$ cat src/rtl/if_id_skid_reg.sv
// Fetch-to-decode pipeline register with a one-entry skid buffer and synchronous flush.
// in_ready is registered, so fetch never sees a combinational path from decode.
module if_id_skid_reg #(
  parameter int unsigned           PC_W     = 32,
  parameter int unsigned           INST_W   = 32,
  parameter logic [INST_W-1:0]     NOP_INST = INST_W'(32'h0000_0013)
) (
  input  logic              clk,
  input  logic              rst,
  input  logic              flush,
  input  logic              in_valid,
  output logic              in_ready,
  input  logic [PC_W-1:0]   in_pc,
  input  logic [INST_W-1:0] in_inst,
  output logic              out_valid,
  input  logic              out_ready,
  output logic [PC_W-1:0]   out_pc,
  output logic [INST_W-1:0] out_inst,
  output logic [1:0]        occupancy
);

  typedef enum logic [1:0] {
    EMPTY = 2'd0,
    ONE   = 2'd1,
    FULL  = 2'd2
  } state_e;

  state_e              state_q;
  logic [PC_W-1:0]     main_pc_q;
  logic [INST_W-1:0]   main_inst_q;
  logic [PC_W-1:0]     skid_pc_q;
  logic [INST_W-1:0]   skid_inst_q;
  logic                in_ready_q;
  logic                out_valid_q;
  logic [1:0]          occ_q;

  logic accept;
  logic consume;

  always_comb begin
    accept  = in_valid && in_ready_q;
    consume = out_valid_q && out_ready;
  end

  // Handshake flags and occupancy are registered alongside the state so they
  // always mirror it without any combinational decode.
  always_ff @(posedge clk or posedge rst) begin
    if (rst) begin
      state_q     <= EMPTY;
      main_pc_q   <= '0;
      main_inst_q <= NOP_INST;
      skid_pc_q   <= '0;
      skid_inst_q <= '0;
      in_ready_q  <= 1'b1;
      out_valid_q <= 1'b0;
      occ_q       <= 2'd0;
    end else if (flush) begin
      state_q     <= EMPTY;
      main_inst_q <= NOP_INST;
      in_ready_q  <= 1'b1;
      out_valid_q <= 1'b0;
      occ_q       <= 2'd0;
    end else begin
      case (state_q)
        EMPTY: begin
          if (accept) begin
            state_q     <= ONE;
            main_pc_q   <= in_pc;
            main_inst_q <= in_inst;
            out_valid_q <= 1'b1;
            occ_q       <= 2'd1;
          end
        end
        ONE: begin
          case ({accept, consume})
            2'b11: begin
              main_pc_q   <= in_pc;
              main_inst_q <= in_inst;
            end
            2'b10: begin
              state_q     <= FULL;
              skid_pc_q   <= in_pc;
              skid_inst_q <= in_inst;
              in_ready_q  <= 1'b0;
              occ_q       <= 2'd2;
            end
            2'b01: begin
              state_q     <= EMPTY;
              main_inst_q <= NOP_INST;
              out_valid_q <= 1'b0;
              occ_q       <= 2'd0;
            end
            default: ;
          endcase
        end
        FULL: begin
          if (consume) begin
            state_q     <= ONE;
            main_pc_q   <= skid_pc_q;
            main_inst_q <= skid_inst_q;
            in_ready_q  <= 1'b1;
            occ_q       <= 2'd1;
          end
        end
        default: begin
          state_q     <= EMPTY;
          main_inst_q <= NOP_INST;
          in_ready_q  <= 1'b1;
          out_valid_q <= 1'b0;
          occ_q       <= 2'd0;
        end
      endcase
    end
  end

  always_comb begin
    in_ready  = in_ready_q;
    out_valid = out_valid_q;
    out_pc    = main_pc_q;
    out_inst  = main_inst_q;
    occupancy = occ_q;
  end

endmodule
$ cat config.mk
export PLATFORM = sky130hd
export DESIGN_NAME = if_id_skid_reg
export DESIGN_NICKNAME = d
export VERILOG_FILES = /design/src/rtl/if_id_skid_reg.sv
export SDC_FILE = /design/constraint.sdc
export NUM_CORES = 1
export LEC_CHECK = 0
export ABC_AREA = 1
export CELL_PAD_IN_SITES_DETAIL_PLACEMENT = 1
export CELL_PAD_IN_SITES_GLOBAL_PLACEMENT = 1
export CORE_MARGIN = 2
export CORE_UTILIZATION = 39
export CTS_CLUSTER_DIAMETER = 40
export CTS_CLUSTER_SIZE = 14
export DETAILED_ROUTE_END_ITERATION = 7
export PLACE_DENSITY_LB_ADDON = 0.1
export SKIP_CTS_REPAIR_TIMING = 1
export SYNTH_ARGS = -nofsm -noshare
export SYNTH_HDL_FRONTEND = slang
export SYNTH_SLANG_ARGS = --single-unit
$ cat constraint.sdc
create_clock -name clk -period 9.2 [get_ports clk]
set_clock_uncertainty 0.2 [all_clocks]
set_input_delay 1.38 -clock clk [delete_from_list [all_inputs] [get_ports clk]]
set_output_delay 1.38 -clock clk [all_outputs]
set_load 0.05 [all_outputs]
==> impl_metrics.env, run 1 <==
export IMPL_area_growth_pct=34.2
export IMPL_cts_root_buffer="clkbuf_16"
export IMPL_synth_net_count=874
export IMPL_rsz0062_at_grt="false"
export IMPL_clock_sinks=132
export IMPL_antenna_cells=0
export IMPL_crit_fanout=33
export IMPL_min_period_ns=4.22
export IMPL_finalCritPeriodShare=0.459
export IMPL_r2r_start="occupancy[1]$_DFFE_PP0P_"
export IMPL_drv_cap=0
export IMPL_nFillCells=1866
export IMPL_die_h_um=130
export IMPL_seq_area_frac_synth=0.537
export IMPL_cts_max_path_buffers=2
export IMPL_clock_latency_ns=0.43
export IMPL_synthTopCellsByCount="nand2_1, dfrtp_1, nand3_1"
export IMPL_fp_coreArea_um2=15300
export IMPL_vias=5761
export IMPL_r2r_end="out_pc[31]$_DFFE_PP0P_"
export IMPL_cts_tree="done"
export IMPL_yosysWarnings=0
export IMPL_antenna_left=0
export IMPL_worstMarginPinSlew_ns=1.28
export IMPL_total_power_w=0.00323
export IMPL_drt_iter0_drc=332
export IMPL_gr_total_overflow=0
export IMPL_required_ns=9.30
export IMPL_rows=45
export IMPL_yosysTopAreaCellShare=0.520
export IMPL_grt_pass1_wl_um=29800
export IMPL_ys_top_cells_by_area="dfrtp_1, nand2_1, nand3_1"
export IMPL_ios=137
export IMPL_yosysMostFrequentCell="nand2_1"
export IMPL_timing_fmax_mhz=237
export IMPL_synth_cell_types=20
export IMPL_cp_cell_sequence="clkdlybuf4s50_1 -> nor2_1 -> nor2_1 -> a21oi_4 -> nand2_1 -> nand2_1 -> nand2_1"
export IMPL_drc=0
export IMPL_crit_cells=7
export IMPL_cts_buffers=17
export IMPL_ir_worst_vdd_v=0.000205
export IMPL_die_width_um=130
export IMPL_syn_mean_instance_area_um2=7.65
export IMPL_gp_congestion=0.789
export IMPL_cp_start_kind="input pin"
export IMPL_clk_pin_slew_ns=0.05
export IMPL_wire_per_inst_um=16.1
export IMPL_worstSetupPathType="in2reg"
export IMPL_fin_nets=986
export IMPL_leakagePower_nw=4.20
export IMPL_fin_setup_tns_ns=0
export IMPL_reg2regPathDepth=7
export IMPL_cts_max_level=4
export IMPL_drv_slew=0
export IMPL_relSlewSlack=0.145
export IMPL_cpMostUsedCell="nand2_1"
export IMPL_async_flop_share=1.00
export IMPL_synth_main_ff_cell="dfrtp_1"
export IMPL_io_buffer_count=136
export IMPL_grt_max_degree=112
export IMPL_critical_path_top_delay_family="simple AND/OR/NAND/NOR gates"
export IMPL_grt_pass1_vias=5995
export IMPL_reg2reg_slack_ns=5.22
export IMPL_grt_usage=0.228
export IMPL_dieArea_um2=16800
export IMPL_min_from="out_inst[4]$_DFFE_PP1P_"
export IMPL_powerDensity_nw_per_um2=391
export IMPL_holdPathStages=2
export IMPL_synth_largest_area_cell="dfrtp_1"
export IMPL_slowest_delay_ns=0.91
export IMPL_syn_inst=805
export IMPL_setup_viol=0
export IMPL_synth_edf_count=0
export IMPL_post_dp_hpwl_um=11500
export IMPL_end_kind="register"
export IMPL_status="finished, final reports clean"
export IMPL_holdPathEnd="out_inst[4]$_DFFE_PP1P_"
export IMPL_hold_class="reg2reg"
export IMPL_hold_worst_slack_ns=0.274
export IMPL_crit_arrival_ns=4.32
export IMPL_wl_um=18400
export IMPL_drive_gt1_frac=0.0591
export IMPL_worst_path_buf_inv=1
export IMPL_netlist_area_um2=6160
export IMPL_antenna_found_initial=0
export IMPL_first_pass_iters=4
export IMPL_hold_violations=0
export IMPL_slowest_stage="nand2_1"
export IMPL_start_util=0.402
export IMPL_synth_seq_cells=132
export IMPL_vias_per_cell=5.05
[registers in the layout, summed over array words and instances (netlist names)]
signal	flops
out_inst	32
out_pc	32
skid_inst_q	32
skid_pc_q	32
occupancy	2
in_ready	1
out_valid	1
[layer usage]
layer,vias up,track usage,part of all wire
li1,2754,-,-
met4,0,0.0765,0.012
met3,18,0.0677,0.052
met5,-,0,0
met2,136,0.389,0.50
met1,2853,0.278,0.44
[cell type report]
| type | instances | area, µm² | share of cell area |
|---|---|---|---|
| Clock buffer | 23 | 508 | 0.0614 |
| Timing Repair Buffer | 142 | 1410 | 0.170 |
| Tap cell | 211 | 264 | 0.0319 |
| Sequential cell | 132 | 3310 | 0.400 |
| Multi-Input combinational cell | 550 | 2380 | 0.287 |
| Clock inverter | 9 | 123 | 0.0148 |
| Inverter | 74 | 283 | 0.0342 |
[per-stage QoR]
stage	util	cells	cell area (µm²)	setup slack, ns
after detailed placement	0.499	1109	7640	4.56
final	0.540	1141	8270	4.98
after global routing	0.540	1141	8270	4.68
after floorplan	-	805	6160	4.10
after global placement	0.499	1109	7640	4.72
after CTS	0.540	1141	8270	4.96
[worst reg2reg max path, stage by stage, from the launching register on]
cell,delay (ns)
dfrtp_1,0.54
nand2_2,0.79
inv_2,0.58
o21ai_2,0.26
buf_4,0.38
nand2_1,0.74
nand2_1,0.29
nand2_1,0.08
[report_power, final]
| part | total, W | switching (W) | internal (W) |
|---|---|---|---|
| logic | 0.00151 | 0.00105 | 0.000467 |
| clock network | 0.000723 | 0.000256 | 0.000467 |
| registers | 0.000995 | 0.000145 | 0.000851 |
[cell families (layout without fill, tap and decap cells)]
family,count (synthesis),count (layout),share of synthesized area
buffers and inverters,123,248,0.0812
DFF,132,132,0.537
and+or+nand+nor,445,445,0.295
AOI/OAI and AO/OA,105,105,0.0865
[how the worst max path moves through the flow]
| stage | startpoint | end | slack, ns |
|---|---|---|---|
| final | flush | out_pc[31]$_DFFE_PP0P_ | 4.98 |
| after global routing | flush | out_pc[5]$_DFFE_PP0P_ | 4.68 |
| after CTS | flush | out_pc[12]$_DFFE_PP0P_ | 4.96 |
| after detailed placement | flush | out_pc[31]$_DFFE_PP0P_ | 4.56 |
| after global placement | flush | out_pc[4]$_DFFE_PP0P_ | 4.72 |
| after floorplan | rst | occupancy[0]$_DFFE_PP0P_ | 4.10 |
[layout by cell type, fill, tap and decap left out, drive strengths merged]
master and instances:
bufinv 3, nand3 100, inv 74, nor3 1, nor2 39, a21oi 32
clkdlybuf4s50 136, o21ai 73, clkinv 5, nand4 2, dfstp 4, dfrtp 128
nand2 303, clkinvlp 1, buf 6, clkbuf 23
Power figures use the tool's default switching activity.
==> run 2, diff against run 1 <==
--- a/config.mk
+++ b/config.mk
@@ -9,7 +9,7 @@
 export CELL_PAD_IN_SITES_DETAIL_PLACEMENT = 1
 export CELL_PAD_IN_SITES_GLOBAL_PLACEMENT = 1
 export CORE_MARGIN = 2
-export CORE_UTILIZATION = 39
+export CORE_UTILIZATION = 37
 export CTS_CLUSTER_DIAMETER = 40
 export CTS_CLUSTER_SIZE = 14
 export DETAILED_ROUTE_END_ITERATION = 7
==> constraint.sdc (replaced) <==
create_clock -name clk -period 4.3 [get_ports clk]
set_clock_uncertainty 0.2 [all_clocks]
set_input_delay 0.645 -clock clk [delete_from_list [all_inputs] [get_ports clk]]
set_output_delay 0.645 -clock clk [all_outputs]
set_load 0.05 [all_outputs]
==> impl_metrics.env, run 2 (synthesis results as in run 1) <==
export IMPL_leakagePower_nw=4.22
export IMPL_drt_iter0_drc=208
export IMPL_nFillCells=1936
export IMPL_drive_gt1_frac=0.0662
export IMPL_slowest_stage="nand3_4"
export IMPL_antenna_cells=0
export IMPL_cp_start_kind="input pin"
export IMPL_post_dp_hpwl_um=12100
export IMPL_hold_violations=0
export IMPL_r2r_start="occupancy[1]$_DFFE_PP0P_"
export IMPL_rows=47
export IMPL_cts_max_path_buffers=2
export IMPL_relSlewSlack=0.161
export IMPL_grt_pass1_wl_um=30900
export IMPL_hold_class="reg2reg"
export IMPL_ios=137
export IMPL_crit_arrival_ns=3.03
export IMPL_min_from="out_pc[10]$_DFFE_PP0P_"
export IMPL_grt_usage=0.216
export IMPL_holdPathEnd="out_pc[10]$_DFFE_PP0P_"
export IMPL_end_kind="register"
export IMPL_io_buffer_count=136
export IMPL_layout_setup_ws_ns=1.36
export IMPL_reg2regPathDepth=5
export IMPL_timing_fmax_mhz=341
export IMPL_worstSetupPathType="in2reg"
export IMPL_die_width_um=133
export IMPL_fp_coreArea_um2=16400
export IMPL_vias=5752
export IMPL_wl_um=17900
export IMPL_cts_tree="done"
export IMPL_vias_per_cell=4.97
export IMPL_antenna_found_initial=0
export IMPL_pre_cts_ws_ns=0.924
export IMPL_cts_max_level=4
export IMPL_start_util=0.376
export IMPL_cts_buffers=17
export IMPL_cp_cell_sequence="clkdlybuf4s50_1 -> nor3_2 -> nand3_4 -> buf_4 -> nand2_1 -> o21ai_1"
export IMPL_gp_congestion=0.856
export IMPL_crit_fanout=100
export IMPL_r2r_end="skid_inst_q[15]$_DFFE_PP0P_"
export IMPL_worst_path_buf_inv=2
export IMPL_die_h_um=133
export IMPL_rsz0062_at_grt="false"
export IMPL_critical_path_top_delay_family="simple AND/OR/NAND/NOR gates"
export IMPL_worstMarginPinSlew_ns=1.26
export IMPL_gr_total_overflow=0
export IMPL_grt_max_degree=101
export IMPL_min_period_ns=2.94
export IMPL_drv_cap=0
export IMPL_powerDensity_nw_per_um2=829
export IMPL_antenna_left=0
export IMPL_drv_slew=0
export IMPL_slowest_delay_ns=0.82
export IMPL_placed_cell_area_um2=7710
export IMPL_fin_setup_tns_ns=0
export IMPL_setup_viol=0
export IMPL_wire_per_inst_um=15.5
export IMPL_grt_pass1_vias=6343
export IMPL_fin_nets=993
export IMPL_first_pass_iters=4
export IMPL_required_ns=4.39
export IMPL_layout_common_cells="nand2_1, clkdlybuf4s50_1, dfrtp_1, nand3_1, inv_1"
export IMPL_finalCritPeriodShare=0.683
export IMPL_holdPathStages=2
export IMPL_finalInstanceArea_um2=8350
export IMPL_area_growth_pct=35.5
export IMPL_clock_sinks=132
export IMPL_layout_commonest_cell="nand2_1"
export IMPL_ir_worst_vdd_v=0.000345
export IMPL_clock_latency_ns=0.41
export IMPL_dieArea_um2=17700
export IMPL_clk_pin_slew_ns=0.06
export IMPL_reg2reg_slack_ns=1.54
export IMPL_cts_root_buffer="clkbuf_16"
export IMPL_status="finished, final reports clean"
export IMPL_drc=0
[run 2: changes by cell type in the layout (fill, tap and decap cells not counted), sizes merged]
cell,before,now
bufinv,3,4
clkinv,5,7
inv,74,73
buf,6,13
clkbuf,23,19
clkinvlp,1,3
[run 2: tightest hold or removal path, cell delays in order (launching register included)]
cell,delay (ns)
dfrtp_1,0.34
nand2_1,0.05
nand2_1,0.04
[run 2: power breakdown]
group | total [W] | switching, W | internal (W)
registers | 0.00212 | 0.000294 | 0.00182
clock network | 0.00155 | 0.000550 | 0.000999
logic | 0.00326 | 0.00224 | 0.00102
total | 0.00692 | 0.00309 | 0.00384
[run 2: worst max-delay path by stage]
stage                     start                           to  slack [ns]  cells after the start
after detailed placement  flush  skid_inst_q[15]$_DFFE_PP0P_        0.92                      6
after CTS                 flush  skid_inst_q[15]$_DFFE_PP0P_        1.35                      6
after global routing      flush  skid_inst_q[15]$_DFFE_PP0P_        1.12                      6
final                     flush  skid_inst_q[15]$_DFFE_PP0P_        1.36                      6
after floorplan             rst     occupancy[0]$_DFFE_PP0P_        1.82                      1
after global placement    flush  skid_inst_q[30]$_DFFE_PP0P_        1.03                      6
[run 2: layout make-up]
cell class	count	area, µm²	share of cell area
clock buffer	19	453	0.0543
clock inverter	13	181	0.0217
inverter	74	282	0.0337
multi-input combinational	550	2380	0.285
sequential	132	3310	0.396
tap	220	275	0.0330
timing repair buffer	149	1470	0.176
[run 2: per-stage QoR]
stage / cells / hold WS, ns / utilization / power [W]
floorplan: 805 / 0.259 / - / 0.00430
global placement: 1125 / 0.255 / 0.470 / 0.00528
detailed placement: 1125 / 0.260 / 0.470 / 0.00542
CTS: 1157 / 0.274 / 0.509 / 0.00702
global route: 1157 / 0.294 / 0.509 / 0.00740
finish: 1157 / 0.268 / 0.509 / 0.00692
[run 2: per-layer routing]
metal	up-vias	routed length [µm]	GRT usage
met5	-	0	0
met3	25	850	0.0475
met1	2841	7760	0.268
met2	113	8990	0.378
li1	2773	-	-
met4	0	317	0.0633
==> run 3, diff against run 2 <==
--- a/config.mk
+++ b/config.mk
@@ -9,7 +9,7 @@
 export CELL_PAD_IN_SITES_DETAIL_PLACEMENT = 1
 export CELL_PAD_IN_SITES_GLOBAL_PLACEMENT = 1
 export CORE_MARGIN = 2
-export CORE_UTILIZATION = 37
+export CORE_UTILIZATION = 33
 export CTS_CLUSTER_DIAMETER = 40
 export CTS_CLUSTER_SIZE = 14
 export DETAILED_ROUTE_END_ITERATION = 7
==> constraint.sdc (replaced) <==
create_clock -name clk -period 2.6 [get_ports clk]
set_clock_uncertainty 0.2 [all_clocks]
set_input_delay 0.39 -clock clk [delete_from_list [all_inputs] [get_ports clk]]
set_output_delay 0.39 -clock clk [all_outputs]
set_load 0.05 [all_outputs]
==> impl_metrics.env, run 3 (synthesis results as in run 1) <==
export IMPL_status="finished, final reports clean"
export IMPL_drive_gt1_frac=0.0701
export IMPL_post_dp_hpwl_um=12700
export IMPL_relSlewSlack=0.625
export IMPL_drv_slew=0
export IMPL_slowest_delay_ns=0.84
export IMPL_critical_path_top_delay_family="buffers and inverters"
export IMPL_cts_root_buffer="clkbuf_16"
export IMPL_reg2regPathDepth=5
export IMPL_grt_pass1_vias=6364
export IMPL_crit_cells=1
export IMPL_gr_total_overflow=0
export IMPL_antenna_left=0
export IMPL_drc=0
export IMPL_crit_fanout=2
export IMPL_cts_buffers=17
export IMPL_fin_setup_tns_ns=0
export IMPL_grt_max_degree=78
export IMPL_finalCritPeriodShare=0.915
export IMPL_switching_share=0.447
export IMPL_combPwrFrac=0.478
export IMPL_worstSetupPathType="reg2out"
export IMPL_vias_per_cell=4.90
export IMPL_cts_max_level=4
export IMPL_cts_tree="done"
export IMPL_timing_fmax_mhz=420
export IMPL_min_period_ns=2.38
export IMPL_cp_cell_sequence="clkdlybuf4s50_1"
export IMPL_cts_max_path_buffers=2
export IMPL_nFillCells=2154
export IMPL_worst_path_buf_inv=1
export IMPL_setup_viol=0
export IMPL_vias=5733
export IMPL_io_buffer_count=136
export IMPL_p_switching_w=0.00518
export IMPL_cp_endpoint="out_inst[1]"
export IMPL_end_kind="output port"
export IMPL_hold_violations=0
export IMPL_seqPwrFrac=0.302
export IMPL_layout_commonest_cell="nand2_1"
export IMPL_required_ns=2.01
export IMPL_grt_pass1_wl_um=31500
export IMPL_r2r_end="skid_pc_q[8]$_DFFE_PP0P_"
export IMPL_r2r_start="occupancy[1]$_DFFE_PP0P_"
export IMPL_first_pass_iters=4
export IMPL_wire_per_inst_um=16.2
export IMPL_fin_nets=998
export IMPL_die_h_um=141
export IMPL_gp_congestion=0.846
export IMPL_finalInstanceArea_um2=8470
export IMPL_clk_pin_slew_ns=0.06
export IMPL_ios=137
export IMPL_start_util=0.339
export IMPL_clock_latency_ns=0.42
export IMPL_area_growth_pct=37.4
export IMPL_dieArea_um2=19800
export IMPL_rows=49
export IMPL_hold_class="in2async"
export IMPL_die_width_um=141
export IMPL_clock_sinks=132
export IMPL_wl_um=18900
export IMPL_cp_start_kind="register"
export IMPL_grt_usage=0.200
export IMPL_worstMarginPinSlew_ns=0.561
export IMPL_leakagePower_nw=4.28
export IMPL_p_clk_frac=0.220
export IMPL_reg2reg_slack_ns=0.60
export IMPL_drt_iter0_drc=223
export IMPL_antenna_found_initial=0
export IMPL_layout_common_cells="nand2_1, clkdlybuf4s50_1, dfrtp_1, nand3_1, inv_1"
export IMPL_crit_arrival_ns=1.79
export IMPL_powerDensity_nw_per_um2=1370
export IMPL_worstSetupStartpoint="out_inst[1]$_DFFE_PP1P_"
export IMPL_placed_cell_area_um2=7840
export IMPL_internal_power_w=0.00641
export IMPL_fp_coreArea_um2=18100
export IMPL_antenna_cells=0
export IMPL_drv_cap=0
export IMPL_slowest_stage="clkdlybuf4s50_1"
export IMPL_ir_worst_vdd_v=0.000825
export IMPL_rsz0062_at_grt="false"
-- run 3: cell types whose count changed in the layout (fill, tap and decap cells not counted), sizes merged --
cell           change
clkinvlp           +2
dlymetal6s2s       +1
clkdlybuf4s50      -1
clkinv             -2
buf                +5
-- run 3: layer usage --
metal | wire length, µm | global-route usage
met5 | 0 | 0
met4 | 300 | 0.0689
met3 | 720 | 0.0431
met2 | 9450 | 0.351
met1 | 8470 | 0.244
-- run 3: worst min path at each step --
stage / start / slack (ns) / end / depth (start not counted)
3_3_place_gp: out_pc[23]$_DFFE_PP0P_ / 0.25 / out_pc[23]$_DFFE_PP0P_ / 2
2_1_floorplan: skid_inst_q[10]$_DFFE_PP0P_ / 0.26 / skid_inst_q[10]$_DFFE_PP0P_ / 2
5_1_grt: rst / 0.27 / skid_inst_q[25]$_DFFE_PP0P_ / 3
3_5_place_dp: out_pc[20]$_DFFE_PP0P_ / 0.26 / out_pc[20]$_DFFE_PP0P_ / 2
4_1_cts: rst / 0.24 / out_inst[24]$_DFFE_PP0P_ / 3
6_report: rst / 0.24 / out_inst[26]$_DFFE_PP0P_ / 3
-- run 3: power groups by stage --
stage | combinational (W) | sequential [W] | clock (W)
floorplan | 0.00207 | 0.00504 | 0
global placement | 0.00540 | 0.00349 | 0
detailed placement | 0.00558 | 0.00353 | 0
CTS | 0.00561 | 0.00351 | 0.00261
global route | 0.00607 | 0.00363 | 0.00270
finish | 0.00554 | 0.00350 | 0.00255
-- run 3: layout make-up --
class,count,area (µm²),share of cell area
inverters,74,282,0.0333
flip-flops and latches,132,3310,0.391
clock buffers,19,443,0.0523
multi-input cells,550,2380,0.281
repair buffers,154,1590,0.187
well taps,229,287,0.0338
clock inverters,13,183,0.0216
-- run 3: worst reg2reg max path, cell delays in order (launching register included) --
cell,delay [ns]
dfrtp_1,0.55
nor3_2,0.37
nand3_4,0.29
buf_12,0.28
nor2_1,0.14
a21oi_1,0.06
-- run 3: per-stage QoR --
step / util / std cells / power [W] / hold WS [ns] / worst slack, ns
final: 0.466 / 1171 / 0.0116 / 0.236 / 0.221
after global routing: 0.466 / 1171 / 0.0124 / 0.269 / 0.159
after global placement: 0.432 / 1139 / 0.00889 / 0.254 / 0.360
after detailed placement: 0.432 / 1139 / 0.00912 / 0.260 / 0.241
after CTS: 0.466 / 1171 / 0.0117 / 0.244 / 0.00201
after floorplan: - / 805 / 0.00711 / 0.259 / 0.376
